$ cat src/rtl/sprite_compositor_if.sv
// rtl/sprite_compositor_if.sv - pixel, sprite-control and ROM signals of the sprite compositor
interface sprite_compositor_if #(
    parameter int FRAME_W = 2,
    parameter int ADDR_W  = 10
);
    logic [9:0]         x_pixel;
    logic [9:0]         y_pixel;
    logic               pix_valid;
    logic               vsync;
    logic [11:0]        bg_data;
    logic [9:0]         spr_x;
    logic [9:0]         spr_y;
    logic [FRAME_W-1:0] spr_frame;
    logic               spr_flip;
    logic               spr_en;
    logic               pos_update;
    logic [ADDR_W-1:0]  spr_addr;
    logic [11:0]        spr_data;
    logic [11:0]        pix_out;
    logic               pix_valid_out;
    logic               spr_drawn;

    // Upstream timing generator, sprite controller and ROM side
    modport master (
        output x_pixel, y_pixel, pix_valid, vsync, bg_data,
        output spr_x, spr_y, spr_frame, spr_flip, spr_en, pos_update,
        output spr_data,
        input  spr_addr, pix_out, pix_valid_out, spr_drawn
    );

    // Compositor side
    modport slave (
        input  x_pixel, y_pixel, pix_valid, vsync, bg_data,
        input  spr_x, spr_y, spr_frame, spr_flip, spr_en, pos_update,
        input  spr_data,
        output spr_addr, pix_out, pix_valid_out, spr_drawn
    );
endinterface

$ cat src/rtl/sprite_compositor.sv
// rtl/sprite_compositor.sv - overlays one animated sprite from a synchronous ROM onto the background stream
module sprite_compositor #(
    parameter int          SPR_W   = 16,
    parameter int          SPR_H   = 16,
    parameter int          FRAME_W = 2,
    parameter int          ADDR_W  = 10,
    parameter logic [11:0] TRANSP  = 12'hF0F
) (
    input  logic               clk_25mhz,
    input  logic               Rst_n,
    sprite_compositor_if.slave bus
);
    localparam int DX_W = $clog2(SPR_W);
    localparam int DY_W = $clog2(SPR_H);

    // Shadow (written any time) and active (frame-stable) sprite state
    logic [9:0]         r_sh_x, r_sh_y, r_act_x, r_act_y;
    logic [FRAME_W-1:0] r_sh_frame, r_act_frame;
    logic               r_sh_flip, r_sh_en, r_act_flip, r_act_en;

    logic               r_vsync_q;
    logic               r_drawn_flag;
    logic               r_spr_drawn;
    logic [ADDR_W-1:0]  r_spr_addr;

    // Pipeline registers: stage 0 -> stage 1 -> output
    logic [11:0]        r_bg0, r_bg1;
    logic               r_hit0, r_hit1, r_val0, r_val1;
    logic [11:0]        r_pix_out;
    logic               r_pix_valid_out;

    logic               w_frame_start;
    logic [10:0]        w_x11, w_y11, w_ax11, w_ay11, w_x_end, w_y_end;
    logic               w_hit;
    logic [DX_W-1:0]    w_dx, w_col;
    logic [DY_W-1:0]    w_dy;
    logic [ADDR_W-1:0]  w_addr;
    logic               w_opaque_hit;

    assign w_frame_start = r_vsync_q & ~bus.vsync;

    // 11-bit compares so the right/bottom edge never wraps at the screen border
    assign w_x11   = {1'b0, bus.x_pixel};
    assign w_y11   = {1'b0, bus.y_pixel};
    assign w_ax11  = {1'b0, r_act_x};
    assign w_ay11  = {1'b0, r_act_y};
    assign w_x_end = w_ax11 + 11'(SPR_W);
    assign w_y_end = w_ay11 + 11'(SPR_H);

    assign w_hit = bus.pix_valid & r_act_en
                 & (w_x11 >= w_ax11) & (w_x11 < w_x_end)
                 & (w_y11 >= w_ay11) & (w_y11 < w_y_end);

    assign w_dx   = DX_W'(bus.x_pixel - r_act_x);
    assign w_dy   = DY_W'(bus.y_pixel - r_act_y);
    assign w_col  = r_act_flip ? (DX_W'(SPR_W - 1) - w_dx) : w_dx;
    assign w_addr = {r_act_frame, w_dy, w_col};

    // ROM data arrives two cycles after the pixel entered, lined up with r_hit1
    assign w_opaque_hit = r_hit1 & (bus.spr_data != TRANSP);

    // Shadow registers capture the latest pos_update strobe
    always_ff @(posedge clk_25mhz or negedge Rst_n) begin
        if (!Rst_n) begin
            r_sh_x     <= '0;
            r_sh_y     <= '0;
            r_sh_frame <= '0;
            r_sh_flip  <= 1'b0;
            r_sh_en    <= 1'b0;
        end else if (bus.pos_update) begin
            r_sh_x     <= bus.spr_x;
            r_sh_y     <= bus.spr_y;
            r_sh_frame <= bus.spr_frame;
            r_sh_flip  <= bus.spr_flip;
            r_sh_en    <= bus.spr_en;
        end
    end

    // Active registers follow the shadow only on the vsync falling edge
    always_ff @(posedge clk_25mhz or negedge Rst_n) begin
        if (!Rst_n) begin
            r_vsync_q   <= 1'b1;
            r_act_x     <= '0;
            r_act_y     <= '0;
            r_act_frame <= '0;
            r_act_flip  <= 1'b0;
            r_act_en    <= 1'b0;
        end else begin
            r_vsync_q <= bus.vsync;
            if (w_frame_start) begin
                r_act_x     <= r_sh_x;
                r_act_y     <= r_sh_y;
                r_act_frame <= r_sh_frame;
                r_act_flip  <= r_sh_flip;
                r_act_en    <= r_sh_en;
            end
        end
    end

    // Stage 0/1: register ROM address on a hit and carry bg/hit/valid along
    always_ff @(posedge clk_25mhz or negedge Rst_n) begin
        if (!Rst_n) begin
            r_spr_addr <= '0;
            r_bg0      <= '0;
            r_hit0     <= 1'b0;
            r_val0     <= 1'b0;
            r_bg1      <= '0;
            r_hit1     <= 1'b0;
            r_val1     <= 1'b0;
        end else begin
            if (w_hit) begin
                r_spr_addr <= w_addr;
            end
            r_bg0  <= bus.bg_data;
            r_hit0 <= w_hit;
            r_val0 <= bus.pix_valid;
            r_bg1  <= r_bg0;
            r_hit1 <= r_hit0;
            r_val1 <= r_val0;
        end
    end

    // Stage 2: choose sprite or background, blank outside the active area
    always_ff @(posedge clk_25mhz or negedge Rst_n) begin
        if (!Rst_n) begin
            r_pix_out       <= '0;
            r_pix_valid_out <= 1'b0;
        end else begin
            r_pix_valid_out <= r_val1;
            if (!r_val1) begin
                r_pix_out <= '0;
            end else if (w_opaque_hit) begin
                r_pix_out <= bus.spr_data;
            end else begin
                r_pix_out <= r_bg1;
            end
        end
    end

    // Per-frame drawn flag, reported and restarted at each frame start
    always_ff @(posedge clk_25mhz or negedge Rst_n) begin
        if (!Rst_n) begin
            r_drawn_flag <= 1'b0;
            r_spr_drawn  <= 1'b0;
        end else if (w_frame_start) begin
            r_spr_drawn  <= r_drawn_flag;
            r_drawn_flag <= w_opaque_hit;
        end else begin
            r_spr_drawn <= 1'b0;
            if (w_opaque_hit) begin
                r_drawn_flag <= 1'b1;
            end
        end
    end

    assign bus.spr_addr      = r_spr_addr;
    assign bus.pix_out       = r_pix_out;
    assign bus.pix_valid_out = r_pix_valid_out;
    assign bus.spr_drawn     = r_spr_drawn;
endmodule

$ cat src/flat_wrapper.sv
// flat-port wrapper written by rule: the top's interface ports become plain ports
module sprite_compositor_flat 
#(
    parameter int          SPR_W   = 16,
    parameter int          SPR_H   = 16,
    parameter int          FRAME_W = 2,
    parameter int          ADDR_W  = 10,
    parameter logic [11:0] TRANSP  = 12'hF0F
)
  (clk_25mhz, Rst_n, bus_x_pixel, bus_y_pixel, bus_pix_valid, bus_vsync, bus_bg_data, bus_spr_x, bus_spr_y, bus_spr_frame, bus_spr_flip, bus_spr_en, bus_pos_update, bus_spr_data, bus_spr_addr, bus_pix_out, bus_pix_valid_out, bus_spr_drawn);
  sprite_compositor_if #(.FRAME_W(FRAME_W), .ADDR_W(ADDR_W)) bus_i ();
  input  logic clk_25mhz;
  input  logic Rst_n;
  input wire logic [$bits(bus_i.x_pixel)-1:0] bus_x_pixel;
  input wire logic [$bits(bus_i.y_pixel)-1:0] bus_y_pixel;
  input wire logic [$bits(bus_i.pix_valid)-1:0] bus_pix_valid;
  input wire logic [$bits(bus_i.vsync)-1:0] bus_vsync;
  input wire logic [$bits(bus_i.bg_data)-1:0] bus_bg_data;
  input wire logic [$bits(bus_i.spr_x)-1:0] bus_spr_x;
  input wire logic [$bits(bus_i.spr_y)-1:0] bus_spr_y;
  input wire logic [$bits(bus_i.spr_frame)-1:0] bus_spr_frame;
  input wire logic [$bits(bus_i.spr_flip)-1:0] bus_spr_flip;
  input wire logic [$bits(bus_i.spr_en)-1:0] bus_spr_en;
  input wire logic [$bits(bus_i.pos_update)-1:0] bus_pos_update;
  input wire logic [$bits(bus_i.spr_data)-1:0] bus_spr_data;
  output wire logic [$bits(bus_i.spr_addr)-1:0] bus_spr_addr;
  output wire logic [$bits(bus_i.pix_out)-1:0] bus_pix_out;
  output wire logic [$bits(bus_i.pix_valid_out)-1:0] bus_pix_valid_out;
  output wire logic [$bits(bus_i.spr_drawn)-1:0] bus_spr_drawn;
  assign bus_i.x_pixel = bus_x_pixel;
  assign bus_i.y_pixel = bus_y_pixel;
  assign bus_i.pix_valid = bus_pix_valid;
  assign bus_i.vsync = bus_vsync;
  assign bus_i.bg_data = bus_bg_data;
  assign bus_i.spr_x = bus_spr_x;
  assign bus_i.spr_y = bus_spr_y;
  assign bus_i.spr_frame = bus_spr_frame;
  assign bus_i.spr_flip = bus_spr_flip;
  assign bus_i.spr_en = bus_spr_en;
  assign bus_i.pos_update = bus_pos_update;
  assign bus_i.spr_data = bus_spr_data;
  assign bus_spr_addr = bus_i.spr_addr;
  assign bus_pix_out = bus_i.pix_out;
  assign bus_pix_valid_out = bus_i.pix_valid_out;
  assign bus_spr_drawn = bus_i.spr_drawn;
  sprite_compositor #(.SPR_W(SPR_W), .SPR_H(SPR_H), .FRAME_W(FRAME_W), .ADDR_W(ADDR_W), .TRANSP(TRANSP)) u_core (.clk_25mhz(clk_25mhz), .Rst_n(Rst_n), .bus(bus_i));
endmodule
$ cat config.mk
export PLATFORM = sky130hd
export DESIGN_NAME = sprite_compositor_flat
export DESIGN_NICKNAME = d
export VERILOG_FILES = /design/src/rtl/sprite_compositor_if.sv /design/src/rtl/sprite_compositor.sv /design/src/flat_wrapper.sv
export SDC_FILE = /design/constraint.sdc
export NUM_CORES = 1
export LEC_CHECK = 0
export BUFFER_PORTS_ARGS = -buffer_cell sky130_fd_sc_hd__buf_2
export CAP_MARGIN = 10
export CORE_ASPECT_RATIO = 0.7
export CORE_MARGIN = 1
export CORE_UTILIZATION = 45
export DETAILED_ROUTE_END_ITERATION = 6
export PLACE_DENSITY = 0.68
export SYNTH_ARGS = -nofsm -noshare
export SYNTH_HDL_FRONTEND = slang
export SYNTH_SLANG_ARGS = --single-unit
$ cat constraint.sdc
create_clock -name clk_25mhz -period 3.7 [get_ports clk_25mhz]
set_input_delay 0.555 -clock clk_25mhz [delete_from_list [all_inputs] [get_ports clk_25mhz]]
set_output_delay 0.555 -clock clk_25mhz [all_outputs]
set_load 0.005 [all_outputs]
==> out/results.txt, run 1 <==
The wire length of the first global-routing pass is 14300 um, and the count of buffer and inverter cells on the critical path is 0. For the number of global-route vias before repair, the log shows 2918. The flow ran to the end, and the final reports show no timing, DRC or antenna violations. In this run the worst path has a maximum fanout of 11. The slowest stage of the critical path belongs to the cell sky130_fd_sc_hd__mux2_4. The post-synthesis cell type with the largest combined area is sky130_fd_sc_hd__dfrtp_1. In the final timing run, aggregate negative setup slack is 0 ns. Leaving out fill and tap cells, the most frequent cell in the layout is sky130_fd_sc_hd__dfrtp_1.

The cell that appears most often on the critical path is sky130_fd_sc_hd__ha_1. TritonCTS created 9 clock buffers. The effective utilization at floorplan came out at 0.468. Setup repair after global routing left no endpoint under its margin. The run gives 0 as the total count of hold-check failures in the final report. For the total DRC errors in the routed layout, the log shows 0. For the number of buffers inserted for hold repair after clock tree synthesis, the log shows 0. The logs give 0.538 for the relative max-transition margin and 0 for the final-report max-slew violation count. The share of the synthesized area in the top cell type is 0.551, and the combined global-route utilization of all metal layers is 0.182. The synthesized design contains 0 enable-type register cells. In the layout the commonest cells are sky130_fd_sc_hd__dfrtp_1 (101), sky130_fd_sc_hd__buf_2 (95), sky130_fd_sc_hd__ha_1 (34). Input and output buffers added on the ports amount to 96.

The async set-reset flop share out of synthesis was 1.00. Average routed wire per standard cell: 14.8 um. The tool flagged a number of max-cap violations equal to 0. The longest clock path from root to sink contains 2 buffers. The tightest min-delay check is of the input pin to asynchronous set/reset pin type. The core utilization of the finished layout is 0.566, and the horizontal extent of the die is 123 um. The peak ir drop on the vdd network is 0.264 mV, and the number of nets with antenna violations after routing is 0. The number of rows created at floorplan was 30. In the synthesized netlist, the number of instances is 365. The total setup buffers inserted after CTS is 0.

The sequential element share of the synthesized area is 0.556. The die is 86.5 um tall. At the worst endpoint, the required time is 3.93 ns. The minimum period implied by the final worst setup slack came out at 2.74 ns. Sorting the synthesized cells by area gives the leading types as sky130_fd_sc_hd__dfrtp_1 (55%), sky130_fd_sc_hd__ha_1 (9.3%), sky130_fd_sc_hd__mux2_2 (7.6%), sky130_fd_sc_hd__xnor2_1 (2.7%), sky130_fd_sc_hd__o21ai_0 (2.5%). The clock edge transition at the registers on the reported setup and hold paths was 0.07 ns; the timing-limited maximum frequency was 365 MHz. From synthesis to final layout, the design area changed by 20.7%. Share of cells above drive strength 1: 0.348. The first detailed-routing pass ran for 4 iterations.

The number of warnings issued by yosys came out at 0. The tools report the root cell of the clock tree as sky130_fd_sc_hd__clkbuf_16. Data on the critical path arrives at its endpoint at 2.97 ns. Dividing the synthesized area by the synthesized cell count gives 12.6 um^2. The most used flip-flop cell after synthesis is sky130_fd_sc_hd__dfrtp_1. Endpoint type of the worst setup path: a flip-flop.

The power density over the cells is 524 nW/um^2, and the largest net degree at the start of global routing is 39. For the final database, setup skew stands at 0.00702 ns. The run gives 0.35 ns as the latest clock arrival within the worst-skew pair. The tools report the kind of start point of the critical path as a flip-flop.

Using the TritonRoute via totals, the vias-per-cell ratio works out to 4.95. The net count reported at finish was 575; the slew at the pin closest to its max-slew limit was 0.690 ns. Wire length reported by the detailed router: 8880 um. TritonCTS built the clock tree.

The clock sink count is 102, and the leakage component of the power is 2.78 nW. After floorplanning, the core was sized to cover 9800 um^2. The signal on the critical path passes through ha_1 -> nand3_1 -> xnor2_1 -> ha_1 -> a21o_1 -> a21oi_1 -> o22ai_1 -> nor3_2 -> nand4_2 -> mux2_4.

For the number of antenna violations at the first check in global routing, the log shows 0. The share of the cycle needed by the critical path after routing is 0.741. Synthesis inferred 102 register bits.

The final route contains 2963 vias. Broken down by cell family, the worst path's largest delay share belongs to simple AND/OR/NAND/NOR gates. Summed over all nets, the half-perimeter wirelength after detailed placement is 6850 um. The setup violation total in the final timing report was 0.

The sum of overflow across all layers after global routing was 0; the H-tree level count was 3. The boundary pin count is 97. After clock tree synthesis, the repair step resized 0 gates. For the net count after synthesis, the log shows 474. Worst setup path category: flip-flop to flip-flop. The cell area after synthesis was 4590 um^2; the critical path's largest stage delay was 0.45 ns. The congestion estimate from routability-driven global placement came to 0.864. The full die area came out at 10600 um^2. The unique cell type count in the Yosys netlist was 44; the total power draw was 0.00290 W. The DRC marker count from the first detailed-route iteration was 116; the total inserted antenna cells was 0.
registers in the layout, indices dropped and copies added (netlist names):
signal,flops
u_core.r_act_x,10
u_core.bus.pix_valid_out,1
u_core.r_vsync_q,1
u_core.r_val1,1
u_core.r_act_frame,2
u_core.bus.spr_addr,10
u_core.r_hit1,1
u_core.r_act_y,10
u_core.r_act_en,1
u_core.r_sh_frame,2
u_core.r_bg0,12
u_core.r_hit0,1
u_core.r_sh_x,10
u_core.bus.pix_out,12
u_core.r_sh_en,1
u_core.r_bg1,12
u_core.r_val0,1
u_core.bus.spr_drawn,1
u_core.r_sh_flip,1
u_core.r_sh_y,10
u_core.r_act_flip,1
u_core.r_drawn_flag,1
power breakdown:
part           leakage, nW  internal [W]  switching [W]  total (W)
clock                0.153      0.000540       0.000429   0.000969
combinational         1.39      0.000306       0.000280   0.000587
sequential            1.23       0.00126      0.0000933    0.00135
cell usage after synthesis, types with 2 or more instances:
master / number
sky130_fd_sc_hd__nand4_1: 2
sky130_fd_sc_hd__xnor2_1: 14
sky130_fd_sc_hd__a211oi_1: 2
sky130_fd_sc_hd__mux2_4: 7
sky130_fd_sc_hd__mux2i_1: 11
sky130_fd_sc_hd__clkbuf_1: 9
sky130_fd_sc_hd__nor3_1: 3
sky130_fd_sc_hd__dfrtp_1: 101
sky130_fd_sc_hd__nor2b_1: 11
sky130_fd_sc_hd__a21boi_0: 3
sky130_fd_sc_hd__o21ai_0: 23
sky130_fd_sc_hd__fa_1: 2
sky130_fd_sc_hd__nor2_1: 2
sky130_fd_sc_hd__xor2_1: 2
sky130_fd_sc_hd__inv_1: 29
sky130_fd_sc_hd__nand4b_1: 3
sky130_fd_sc_hd__ha_1: 34
sky130_fd_sc_hd__a31oi_1: 2
sky130_fd_sc_hd__a21oi_1: 8
sky130_fd_sc_hd__o211ai_1: 2
sky130_fd_sc_hd__nand3_1: 6
sky130_fd_sc_hd__a2111oi_0: 2
sky130_fd_sc_hd__nand2_1: 29
sky130_fd_sc_hd__mux2_2: 31
sky130_fd_sc_hd__o21a_1: 2
sky130_fd_sc_hd__a21o_1: 7
per-stage QoR:
stage | hold slack, ns | cell area (um^2) | std cells | setup WS, ns
after global placement | 0.333 | 5230 | 583 | 0.893
after detailed placement | 0.336 | 5230 | 583 | 0.806
after CTS | 0.135 | 5540 | 599 | 0.937
final | 0.139 | 5540 | 599 | 0.959
after floorplan | 0.259 | 4590 | 365 | 1.39
after global routing | 0.157 | 5540 | 599 | 0.751
cells by family (layout without fill, tap and decap cells):
group,after synthesis,in the layout,share of synthesized area
flops,102,102,0.556
simple gates,65,65,0.0761
compound gates,56,56,0.0772
mux,49,49,0.123
buf+inv,41,147,0.0354
fa+ha+maj,36,36,0.101
xor+xnor,16,16,0.0305
metal layers:
metal  track usage  share of wire
met3        0.0625          0.068
met1         0.260           0.50
met5             0              0
met2         0.260           0.42
met4        0.0521          0.012
path summary, 6_finish.rpt:
path	from	end	slack [ns]	cells after the start
max in group asynchronous	Rst_n	u_core.bus.pix_out[8]	2.76	2
worst min register to register	u_core.r_bg0[10]	u_core.r_bg1[10]	0.35	0
min in group clk_25mhz	bus_bg_data[0]	u_core.r_bg0[0]	0.31	1
worst min-delay path	Rst_n	u_core.r_sh_x[1]	0.14	1
worst max-delay path	u_core.r_act_x[4]	u_core.bus.spr_addr[1]	0.96	10
worst max register to register	u_core.r_act_x[4]	u_core.bus.spr_addr[1]	0.96	10
layout make-up:
type | count | area [um^2]
Sequential cell | 102 | 2550
Tap cell | 128 | 160
Multi-Input combinational cell | 222 | 1880
Clock buffer | 9 | 225
Inverter | 29 | 109
Timing Repair Buffer | 102 | 528
Fill cell | 837 | 4260
Clock inverter | 7 | 90.1
No activity file was read; power rests on OpenSTA's default activity.
==> run 2, diff against run 1 <==
Clock period 3.7 ns to 2.8 ns, I/O delays scaled along.
==> run 2 against run 1 <==
Against the previous run: sequential share of layout area about the same; clock power rose by 29%; total power up 31%; utilization about the same; combinational power is 30% higher; largest power group unchanged.
==> out/results.txt, run 2 (synthesis results as in run 1) <==
The worst setup path is launched from a flip-flop. The worst setup path is captured at a flip-flop. The slowest stage cell on the critical path is sky130_fd_sc_hd__dfrtp_1. The timing-limited maximum frequency is 400 MHz (+9.6%), and the wire length reported by the detailed router is 8880 um (about the same).

The relative max-transition margin was 0.534 (-0.00393); the buffer levels on the longest clock path was 2 (unchanged). The relative area change from synthesis to final layout is 20.8% (about the same), and the horizontal extent of the die is 123 um (unchanged). The tools report the critical path required time as 3.03 ns (-0.90 ns). The run gives 2957 (-0.20%) as the total via count in the routed design. The leakage component of the power came out at 2.78 nW (about the same). The per-cell via count in the routed design is 4.94 (-0.20%).

The run gives 0.187 (+0.00573) as the combined global-route utilization of all metal layers. The logs give 0 (unchanged) for the number of cells upsized or downsized after cts and 5540 um^2 (about the same) for the summed area of non-filler cells in the final layout. The run gives 0 (unchanged) as the number of buffers inserted for hold repair after clock tree synthesis.

The logs give 9800 um^2 (unchanged) for the area of the core and 1880 um^2 (unchanged) for the area used by multi-input combinational logic. For the met2 usage, the log shows 0.269 (+0.00868). The largest net degree at the start of global routing was 61 (+56%). Number of filler cells placed in the layout: 843 (+0.72%).

The number of buffers inserted by port buffering is 96 (unchanged). The total setup buffers inserted after CTS is 0 (unchanged). The most frequent cell on the critical path was sky130_fd_sc_hd__ha_1.

The data arrival time of the worst path was 2.74 ns (-0.23 ns). The post-place instance area came out at 5250 um^2 (+0.38%). The slew at the pin closest to its max-slew limit was 0.696 ns (+0.00586 ns); the maximum fanout encountered on the critical timing path was 11 (unchanged). The die outline height is 86.5 um (unchanged), and the number of antenna violations at the first check in global routing is 0 (unchanged). The number of rows created at floorplan is 30 (unchanged), and the latest clock arrival within the worst-skew pair is 0.35 ns (about the same). The total DRC errors in the routed layout is 0 (unchanged), and the full die area is 10600 um^2 (unchanged). Setup repair after global routing left no endpoint under its margin. The critical path goes through ha_1 -> nand3_1 -> xnor2_1 -> ha_1 -> a21o_1 -> a21oi_1 -> o22ai_1 -> nor3_2 -> nand4_2 -> buf_4 -> mux2_4.

The tools report the H-tree level count as 3 (unchanged). The tools report the peak ir drop on the vdd network as 0.341 mV (+29%). The logs give 2550 um^2 (unchanged) for the area occupied by registers and 0.30 ns (-0.66 ns) for the reg2reg setup slack. Share of the cycle needed by the critical path after routing: 0.893 (+0.153). The worst setup path is of the flip-flop to flip-flop kind. For the worst clock skew, the log shows 0.00704 ns (+0.0000241 ns).

For the sum of overflow across all layers after global routing, the log shows 0 (unchanged). The tools report the placement-stage worst setup slack as 0.251 ns (-0.555 ns). Total inserted antenna cells: 0 (unchanged). The clock edge transition at the registers on the reported setup and hold paths was 0.07 ns (about the same); the placer's final routability congestion estimate was 0.868 (+0.46%).

The worst min-delay path category was input pin to asynchronous set/reset pin. Leaving out fill and tap cells, the most frequent cell in the layout is sky130_fd_sc_hd__dfrtp_1. Average routed wire per standard cell: 14.8 um (about the same). The logs give 584 (+0.17%) for the number of placed instances, taps included and 102 (unchanged) for the clock sink count. The met1 usage in global routing was 0.264 (+0.00342); the final-report max-slew violation count was 0 (unchanged).

The global-route track usage on met3 is 0.0572 (-0.00526), and the power density over the cells is 685 nW/um^2 (+31%). The DRC marker count from the first detailed-route iteration was 138 (+19%); the number of buffers created by CTS was 9 (unchanged). The critical path's largest stage delay is 0.40 ns (-0.05 ns), and the boundary pin count is 97 (unchanged). The tools report the number of nets with antenna violations after routing as 0 (unchanged).

The tools report the setup violation total in the final timing report as 0 (unchanged). The count of buffer and inverter cells on the critical path is 1 (+1). The total count of hold-check failures in the final report is 0 (unchanged). The run gives 6840 um (-0.20%) as the post-detailed-placement half-perimeter wirelength.

The flow ran to the end, and the final reports show no timing, DRC or antenna violations. The post-route setup TNS is 0 ns (unchanged). Minimum period implied by the final worst setup slack: 2.50 ns (-0.239 ns).

The number of global-route vias before repair came out at 2972 (+1.9%). The library cells used most frequently in the layout, excluding fill and tap cells, are sky130_fd_sc_hd__dfrtp_1 (101), sky130_fd_sc_hd__buf_2 (95), sky130_fd_sc_hd__ha_1 (34). The final cell count without fillers was 599 (unchanged); the share of cells above drive strength 1 was 0.346 (-0.00212). For the effective utilization at floorplan, the log shows 0.468 (unchanged). TritonCTS built the clock tree. The root cell of the clock tree was sky130_fd_sc_hd__clkbuf_16.

The most used routing layer was met2. The net count reported at finish was 576 (+0.17%); the number of max-capacitance violations reported was 0 (unchanged). The wire length of the first global-routing pass is 14700 um (+2.5%), and the minimum setup slack in the final design is 0.299 ns (-0.661 ns).

The number of iterations in the first detailed-routing pass came out at 4 (unchanged). The kind of cell with the highest combined delay along the critical path is adder cells.
==> run 2: cell types whose count changed in the layout (fill, tap and decap cells not counted) <==
| cell | previous run | this run |
|---|---|---|
| sky130_fd_sc_hd__clkinv_2 | 1 | 0 |
| sky130_fd_sc_hd__inv_6 | 1 | 0 |
| sky130_fd_sc_hd__clkinv_4 | 0 | 1 |
| sky130_fd_sc_hd__clkinv_8 | 1 | 0 |
| sky130_fd_sc_hd__buf_12 | 0 | 1 |
| sky130_fd_sc_hd__clkbuf_1 | 0 | 1 |
==> run 2: stage by stage <==
stage / hold WS [ns] / power [W] / util
after detailed placement: 0.335 / 0.00258 / 0.536
after global routing: 0.0847 / 0.00403 / 0.566
final: 0.0470 / 0.00380 / 0.566
after global placement: 0.333 / 0.00255 / 0.536
after floorplan: 0.124 / 0.00227 / -
after CTS: 0.0613 / 0.00386 / 0.566
==> run 2: layer usage <==
layer | vias to the layer above | wire [um] | part of all wire
met5 | - | 0 | 0
met4 | 0 | 121 | 0.014
met3 | 9 | 626 | 0.071
met2 | 93 | 3740 | 0.42
met1 | 1396 | 4390 | 0.49
li1 | 1459 | - | -
==> run 2: report_power, final <==
| group | leakage [nW] | internal, W | switching [W] | total [W] |
|---|---|---|---|---|
| registers | 1.23 | 0.00166 | 0.000125 | 0.00178 |
| clock network | 0.143 | 0.000702 | 0.000549 | 0.00125 |
| logic | 1.40 | 0.000405 | 0.000359 | 0.000765 |
| total | 2.78 | 0.00277 | 0.00103 | 0.00380 |
==> run 2: layout make-up <==
cell class / count / area share
timing repair buffer: 103 / 0.0988
clock buffer: 10 / 0.0413
clock inverter: 5 / 0.0124
inverter: 29 / 0.0196
tap: 128 / 0.0289
multi-input combinational: 222 / 0.338
sequential: 102 / 0.461
==> run 2: path summary, 6_finish.rpt <==
kind / from / end / cells after the start
worst min-delay path: Rst_n / u_core.r_sh_x[2] / 1
worst max register to register: u_core.r_act_x[4] / u_core.bus.spr_addr[7] / 11
min in group clk_25mhz: bus_bg_data[9] / u_core.r_bg0[9] / 1
worst max-delay path: u_core.r_act_x[4] / u_core.bus.spr_addr[7] / 11
worst min register to register: u_core.r_val0 / u_core.r_val1 / 0
max in group asynchronous: Rst_n / u_core.r_bg1[6] / 2
